--- config.mk ---
export PLATFORM = sky130hd
export DESIGN_NAME = i2c_master_arbiter
export DESIGN_NICKNAME = d
export VERILOG_FILES = /design/src/rtl/i2c_master_arbiter.sv
export SDC_FILE = /design/constraint.sdc
export NUM_CORES = 1
export LEC_CHECK = 0
export CORE_MARGIN = 2
export CORE_UTILIZATION = 45
export DETAILED_ROUTE_END_ITERATION = 16
export GPL_TIMING_DRIVEN = 0
export PLACE_DENSITY = 0.9
export SLEW_MARGIN = 20
export SYNTH_ARGS = -nofsm -noshare
export SYNTH_HDL_FRONTEND = slang
export SYNTH_SLANG_ARGS = --single-unit
--- constraint.sdc ---
create_clock -name clk -period 8 [get_ports clk]
set_input_delay 1.6 -clock clk [delete_from_list [all_inputs] [get_ports clk]]
set_output_delay 1.6 -clock clk [all_outputs]
set_load 0.02 [all_outputs]
--- src/rtl/i2c_master_arbiter.sv ---
// Round-robin front end for a shared i2c_master: captures one requester's
// command, holds m_start for the transfer window, m_stop for the stop window.
module i2c_master_arbiter #(
  parameter int unsigned NUM_REQ     = 4,
  parameter int unsigned XFER_CYCLES = 30,
  parameter int unsigned STOP_CYCLES = 5
) (
  input  logic                   clk,
  input  logic                   reset,
  input  logic [NUM_REQ-1:0]     req,
  input  logic [NUM_REQ-1:0]     req_rw,
  input  logic [7*NUM_REQ-1:0]   req_addr,
  input  logic [8*NUM_REQ-1:0]   req_wdata,
  input  logic                   abort,
  output logic [NUM_REQ-1:0]     gnt,
  output logic [NUM_REQ-1:0]     done,
  output logic                   busy,
  output logic                   m_start,
  output logic                   m_stop,
  output logic                   m_rw,
  output logic [6:0]             m_addr,
  output logic [7:0]             m_w_data
);

  localparam int unsigned MAXC = (XFER_CYCLES > STOP_CYCLES) ? XFER_CYCLES : STOP_CYCLES;
  localparam int unsigned CW   = $clog2(MAXC + 1);
  localparam int unsigned IW   = $clog2(NUM_REQ);

  typedef enum logic [1:0] {IDLE, XFER, STOP} state_t;

  state_t               state_q, state_d;
  logic [CW-1:0]        cnt_q, cnt_d;
  logic [IW-1:0]        last_q, last_d;
  logic [NUM_REQ-1:0]   gnt_q, gnt_d;
  logic [NUM_REQ-1:0]   done_q, done_d;
  logic                 m_rw_q, m_rw_d;
  logic [6:0]           m_addr_q, m_addr_d;
  logic [7:0]           m_w_data_q, m_w_data_d;

  logic                 found;
  logic [IW-1:0]        win;
  int unsigned          idx;

  // Search starts just after the last winner and wraps around.
  always_comb begin
    found = 1'b0;
    win   = last_q;
    idx   = 0;
    for (int unsigned off = 1; off <= NUM_REQ; off++) begin
      idx = (32'(last_q) + off) % NUM_REQ;
      if (!found && req[IW'(idx)]) begin
        found = 1'b1;
        win   = IW'(idx);
      end
    end
  end

  always_comb begin
    state_d    = state_q;
    cnt_d      = cnt_q;
    last_d     = last_q;
    gnt_d      = '0;
    done_d     = '0;
    m_rw_d     = m_rw_q;
    m_addr_d   = m_addr_q;
    m_w_data_d = m_w_data_q;
    case (state_q)
      IDLE: begin
        if (found) begin
          gnt_d[win] = 1'b1;
          last_d     = win;
          m_rw_d     = req_rw[win];
          for (int unsigned i = 0; i < NUM_REQ; i++) begin
            if (IW'(i) == win) begin
              m_addr_d   = req_addr[7*i +: 7];
              m_w_data_d = req_wdata[8*i +: 8];
            end
          end
          cnt_d   = CW'(XFER_CYCLES - 1);
          state_d = XFER;
        end
      end
      XFER: begin
        if (cnt_q == '0 || abort) begin
          cnt_d   = CW'(STOP_CYCLES - 1);
          state_d = STOP;
        end else begin
          cnt_d = cnt_q - CW'(1);
        end
      end
      STOP: begin
        if (cnt_q == '0) begin
          done_d[last_q] = 1'b1;
          state_d        = IDLE;
        end else begin
          cnt_d = cnt_q - CW'(1);
        end
      end
      default: state_d = IDLE;
    endcase
  end

  always_ff @(posedge clk) begin
    if (!reset) begin
      state_q    <= IDLE;
      cnt_q      <= '0;
      last_q     <= IW'(NUM_REQ - 1);
      gnt_q      <= '0;
      done_q     <= '0;
      m_rw_q     <= 1'b0;
      m_addr_q   <= '0;
      m_w_data_q <= '0;
    end else begin
      state_q    <= state_d;
      cnt_q      <= cnt_d;
      last_q     <= last_d;
      gnt_q      <= gnt_d;
      done_q     <= done_d;
      m_rw_q     <= m_rw_d;
      m_addr_q   <= m_addr_d;
      m_w_data_q <= m_w_data_d;
    end
  end

  assign gnt      = gnt_q;
  assign done     = done_q;
  assign busy     = (state_q != IDLE);
  assign m_start  = (state_q == XFER);
  assign m_stop   = (state_q == STOP);
  assign m_rw     = m_rw_q;
  assign m_addr   = m_addr_q;
  assign m_w_data = m_w_data_q;

endmodule

# Yosys cells after proc, flatten, opt, wreduce, memory -nomap -nowiden
# Cells that the tools add are included.
# Widths: inputs -> output; s select.
op_classes:
  n_addsub: 5
  magnitude_cmp: 8
  eq_ne: 9
  n_mux: 38
  n_reduce_logical: 21
ops:
  columns: ["operator", "count"]
  rows:
  - ["$mux 8", 4]
  - ["$mux 7", 4]
  - ["$lt 2x3->1 const B", 6]
  - ["$mux 5", 3]
  - ["$pmux 5 s3", 1]
  - ["$reduce_and 3->1", 5]
  - ["$mux 2", 7]
  - ["$mux 1", 11]
  - ["$bmux 1 s2", 5]
  - ["$pmux 2 s3", 1]
  - ["$logic_and 1x1->1", 5]
  - ["$logic_not 5->1", 1]
  - ["$sub 5x1->5 const B", 1]
  - ["$add 2x1->2 const B", 2]
  - ["$add 2x2->2 const B", 2]
  - ["$demux 1 s2", 2]
  - ["$eq 2x2->1 const A", 2]
  - ["$ge 2x1->1 const B", 2]
  - ["$logic_not 2->1", 2]
  - ["$ne 2x1->1 const B", 2]
  - ["$ne 2x2->1 const B", 2]
  - ["$reduce_bool 4->1", 1]
  - ["$logic_not 1->1", 3]
  - ["$reduce_bool 3->1", 1]
  - ["other kinds (6)", 6]
totals:
  register_bits: 33
  inputBits: 71
  output_inout_bits: 27
  word_cells: 89

# Depth between registers and ports, before layout
depth:
  ltp_word: 18
  ltp_mapped: 12
  mapped_depth_nobuf: 8

# Worst setup path after synthesis
# OpenSTA, ideal clock, no wires.
synth_path:
  path_type: "input -> register"
  from: "in req[1]"
  to: "reg m_addr_q[0], in the netlist m_addr[0]"
  setup_ns: 0.133
  t_arrival_ns: 3.296
  required_time_ns: 7.867
  setup_slack_ns: 4.571
  cell_stages: 8
  path_buffers: 2
  cell_sequence: "buf_2 mux4_2 nor2b_4 nor2_4 xnor2_4 buf_6 mux2i_1 o221ai_1"
synth_between:
  elab_chain_len: 16
synth_lines:
  columns: ["element", "line_no", "rtl"]
  rows:
  - ["start: declaration", "10", "input logic [NUM_REQ-1:0] req,"]
  - ["$bmux 1 s2", "51", "if (!found && req[IW'(idx)]) begin"]
  - ["$mux 1 (implied by the code)", "51", null]
  - ["$mux 1", "51", null]
  - ["$logic_not 1->1", "51", null]
  - ["$logic_and 1x1->1", "51", null]
  - ["$mux 1", "51", null]
  - ["$logic_not 1->1", "51", null]
  - ["$logic_and 1x1->1", "51", null]
  - ["$mux 1", "51", null]
  - ["$logic_not 1->1", "51", null]
  - ["$logic_and 1x1->1", "51", null]
  - ["$mux 2", "51", null]
  - ["$eq 1x2->1", "74", "if (IW'(i) == win) begin"]
  - ["$mux 7 (3 in a row)", "74", null]
  - ["end signal: assignment", "120", "m_addr_q <= m_addr_d;"]
  - ["end: declaration", "37", "logic [6:0] m_addr_q, m_addr_d;"]
# Parallel ways exist; a longest one is shown, timed or not. The select of a mux whose other input is x is not followed.
# A chain may end at the register's enable or synchronous reset.

# Worst setup path in the final report
layout_path:
  from: "in req[2]"
  to: "reg m_addr_q[2], in the netlist m_addr[2]"
# Same word-level chain as after synthesis.

==> summary.txt <==
Worst setup path
  • WP data required: approximately 8.2 ns
  • Reg2reg setup slack: approximately 4.8 ns
  • Startpoint types: primary input
  • Class of the most critical setup path: primary input to flip-flop
  • CP max FO: 10
  • Setup crit end kind: flip-flop
  • Worst EP arrival: between 4 and 5 ns

Timing
  • Setup TNS: 0 ns
  • Skew final: roughly 0.0061 ns
  • Final Cycle Share: 48.5%
  • Final Max Tran Viols: 0
  • Max-slew headroom: a little under three quarters
  • FMAX: around 0.26 GHz
  • Final Hold Fails: 0
  • Tmin final: 3.88 ns
  • RSZ-0062 raised after global routing: no
  • Least-Margin Pin Slew: between 0.4 and 0.5 ns
  • # setup viols final: 0

Pwr
  • Sw Ratio: 43.3%
  • Combinational share of power: 69.1%
  • Switch Pwr: between 0.5 and 0.6 mW
  • Power Dens Cells: approximately 380 nW/um^2
  • Clock power frac: about a tenth
  • Reg power frac: about a fifth
  • Lkg Pwr: roughly 1.3 nW
  • Largest vdd supply drop: about 0.22 mV
  • Int Pwr: 0.692 mW

Synth
  • Synth async-reset ratio: 0%
  • Post-synthesis sequential area ratio: 31.2%
  • Post-synth net total: about 300
  • Largest cells by area after synthesis: dfxtp_1, mux2i_1, o221ai_1, ha_1, nand2_1
  • Dominant synthesized flop cell: dfxtp_1
  • Synth top area share: a little under a third
  • Top cells by count, synth: mux2i_1, dfxtp_1, nand2_1, o221ai_1, inv_1
  • Post-synth EDFFs: 0
  • Yosys reg bits: 33
  • Synthesized instance count: about 220
  • Mapped Area: between 2000 and 2500 sq um
  • Largest area contributor in the netlist: dfxtp_1
  • Ys Warns: 0
  • Synthesized area per cell: ~9.8 sq um
  • Most frequent cell after synthesis: mux2i_1
  • Library cells used by synthesis: 47

Floorplanning
  • Initial core utilization: 47.6%
  • Die footprint: approximately 5300 sq um
  • Cell row count: 24
  • Die height: about 73 um
  • Core Box Area: 4440 sq um
  • Chip width: a little over 70 um
  • IO Pins: just under 100

Clock network
  • Clk slew on worst S/H paths: 0.07 ns
  • CTS tree: yes
  • Clock Path Buffers: 2
  • Root Driver: clkbuf_8
  • Setup Fix Bufs, Post-CTS: 0
  • H-Tree Depth: 2
  • CTS Sinks: 33
  • Hold-fix buffers, CTS: 0
  • Clock Latency Late Sink: between 0.2 and 0.3 ns
  • Cts repair resizes: 0
  • CTS buffer count: 5

Detailed routing
  • Drt drc: 0
  • Final WL: roughly 6400 um
  • DR vias: 2041
  • Drt wl/cell: roughly 17 um
  • Post-DRT Antenna Nets: 0
  • 1st-iter DRT viols: 87
  • DRT Pass-1 Iters: 4
  • Routed vias/inst: 5.50

Global routing
  • First-pass GRT wire length: ~9900 um
  • Initial antenna violation count: 0
  • Largest net degree at the start of global routing: 12
  • GR Overflow Total: 0
  • Vias in the first global route: 2036
  • Gr usage total: 24.6%

Place
  • Post-DP Area: between 3000 and 4000 sq um
  • Port-buffer cells: 95
  • GPL Wtd Cong: ~0.8
  • DPL Wire Length: between 4000 and 5000 um

Final layout
  • Post-layout util: about 72%
  • Fin area: around 3200 sq um
  • P&R area growth vs syn: 52.1%
  • Share of cells above drive strength 1: about a tenth
  • N_diodes: 0
  • Final nets: 398

Run status
  • Outcome: finished clean

Min path
  • Hold/Removal Path Class: flip-flop to flip-flop

Job
  • Number of max-cap violations: 0
[cells by family (layout without fill, tap and decap cells)]
group           Yosys count  in the layout  share of synthesized area, %
compound gates           45             45                          17.1
xor+xnor                  4              4                          2.54
fa+ha+maj                 9              9                          5.33
buf+inv                  27            130                          8.17
flops                    33             33                          31.2
mux                      39             39                          21.1
simple gates             59             59                          14.6
[worst paths after layout]
check | from | to | cells past startpoint
max | req[2] | m_addr[2] | 7
max reg2reg | last_q[1] | m_addr[2] | 10
min reg2reg | m_w_data[7] | m_w_data[7] | 2
min | m_w_data[7] | m_w_data[7] | 2
[cells in the final DEF, fill, tap and decap left out, types with 2 or more instances in the layout]
cell type and instances:
mux4_2 3, dfxtp_1 33, clkbuf_1 2, a22o_1 2, xnor2_1 2, buf_8 2, o21ai_0 4, a21oi_1 6
mux2i_1 34, clkdlybuf4s50_1 95, buf_4 2, nor2_1 12, buf_6 5, o211ai_1 3, nand3_1 2, buf_2 3
clkinv_2 2, o221ai_1 16, nand2b_1 2, clkbuf_8 5, ha_1 9, inv_1 13, and3_1 2, nor2b_1 6
o211a_1 2, nor3b_1 2, nand2_1 24, nor2_2 2, nor3_1 2
[state kept, by name (all words and copies together) (netlist names)]
register  flops
state_q       2
cnt_q         5
last_q        2
m_w_data      8
gnt           4
done          4
m_rw          1
m_addr        7
[worst max-delay path, cell delays in order]
cell and delay, ns:
clkdlybuf4s50_1 0.54, mux4_2 0.61, nor4_4 0.48, nor2_2 0.13, nand3_2 0.21, buf_2 0.28, o221ai_1 0.17
[through the flow]
step	instances	setup slack (ns)	power, mW	hold slack (ns)
after floorplan	216	4.57	0.865	0.463
after CTS	371	4.16	1.23	0.476
after global placement	363	3.92	1.07	0.443
final	371	4.12	1.22	0.473
after global routing	371	4.01	1.30	0.503
after detailed placement	363	3.83	1.10	0.459
[routing by layer]
layer | GRT usage [%] | vias to the layer above | share of wire, %
met5 | 0 | - | 0
met3 | 6.67 | 11 | 8.3
met2 | 43.3 | 90 | 49
met1 | 28.9 | 949 | 41
met4 | 7.41 | 0 | 1.4
li1 | - | 991 | -
[power groups by stage]
| stage | clock (mW) | combinational, mW | sequential [mW] |
|---|---|---|---|
| 6_report | 0.123 | 0.842 | 0.255 |
| 3_5_place_dp | 0 | 0.840 | 0.257 |
| 4_1_cts | 0.126 | 0.846 | 0.254 |
| 2_1_floorplan | 0 | 0.572 | 0.293 |
| 5_1_grt | 0.133 | 0.905 | 0.260 |
| 3_3_place_gp | 0 | 0.816 | 0.254 |
[layout make-up]
class | count | area [sq um]
inverters | 13 | 48.8
clock buffers | 5 | 68.8
well taps | 52 | 65.1
repair buffers | 95 | 951
flip-flops and latches | 33 | 661
multi-input cells | 156 | 1280
fillers | 332 | 1230
plain buffers | 14 | 124
clock inverters | 3 | 17.5
No activity file was read; power rests on OpenSTA's default activity.
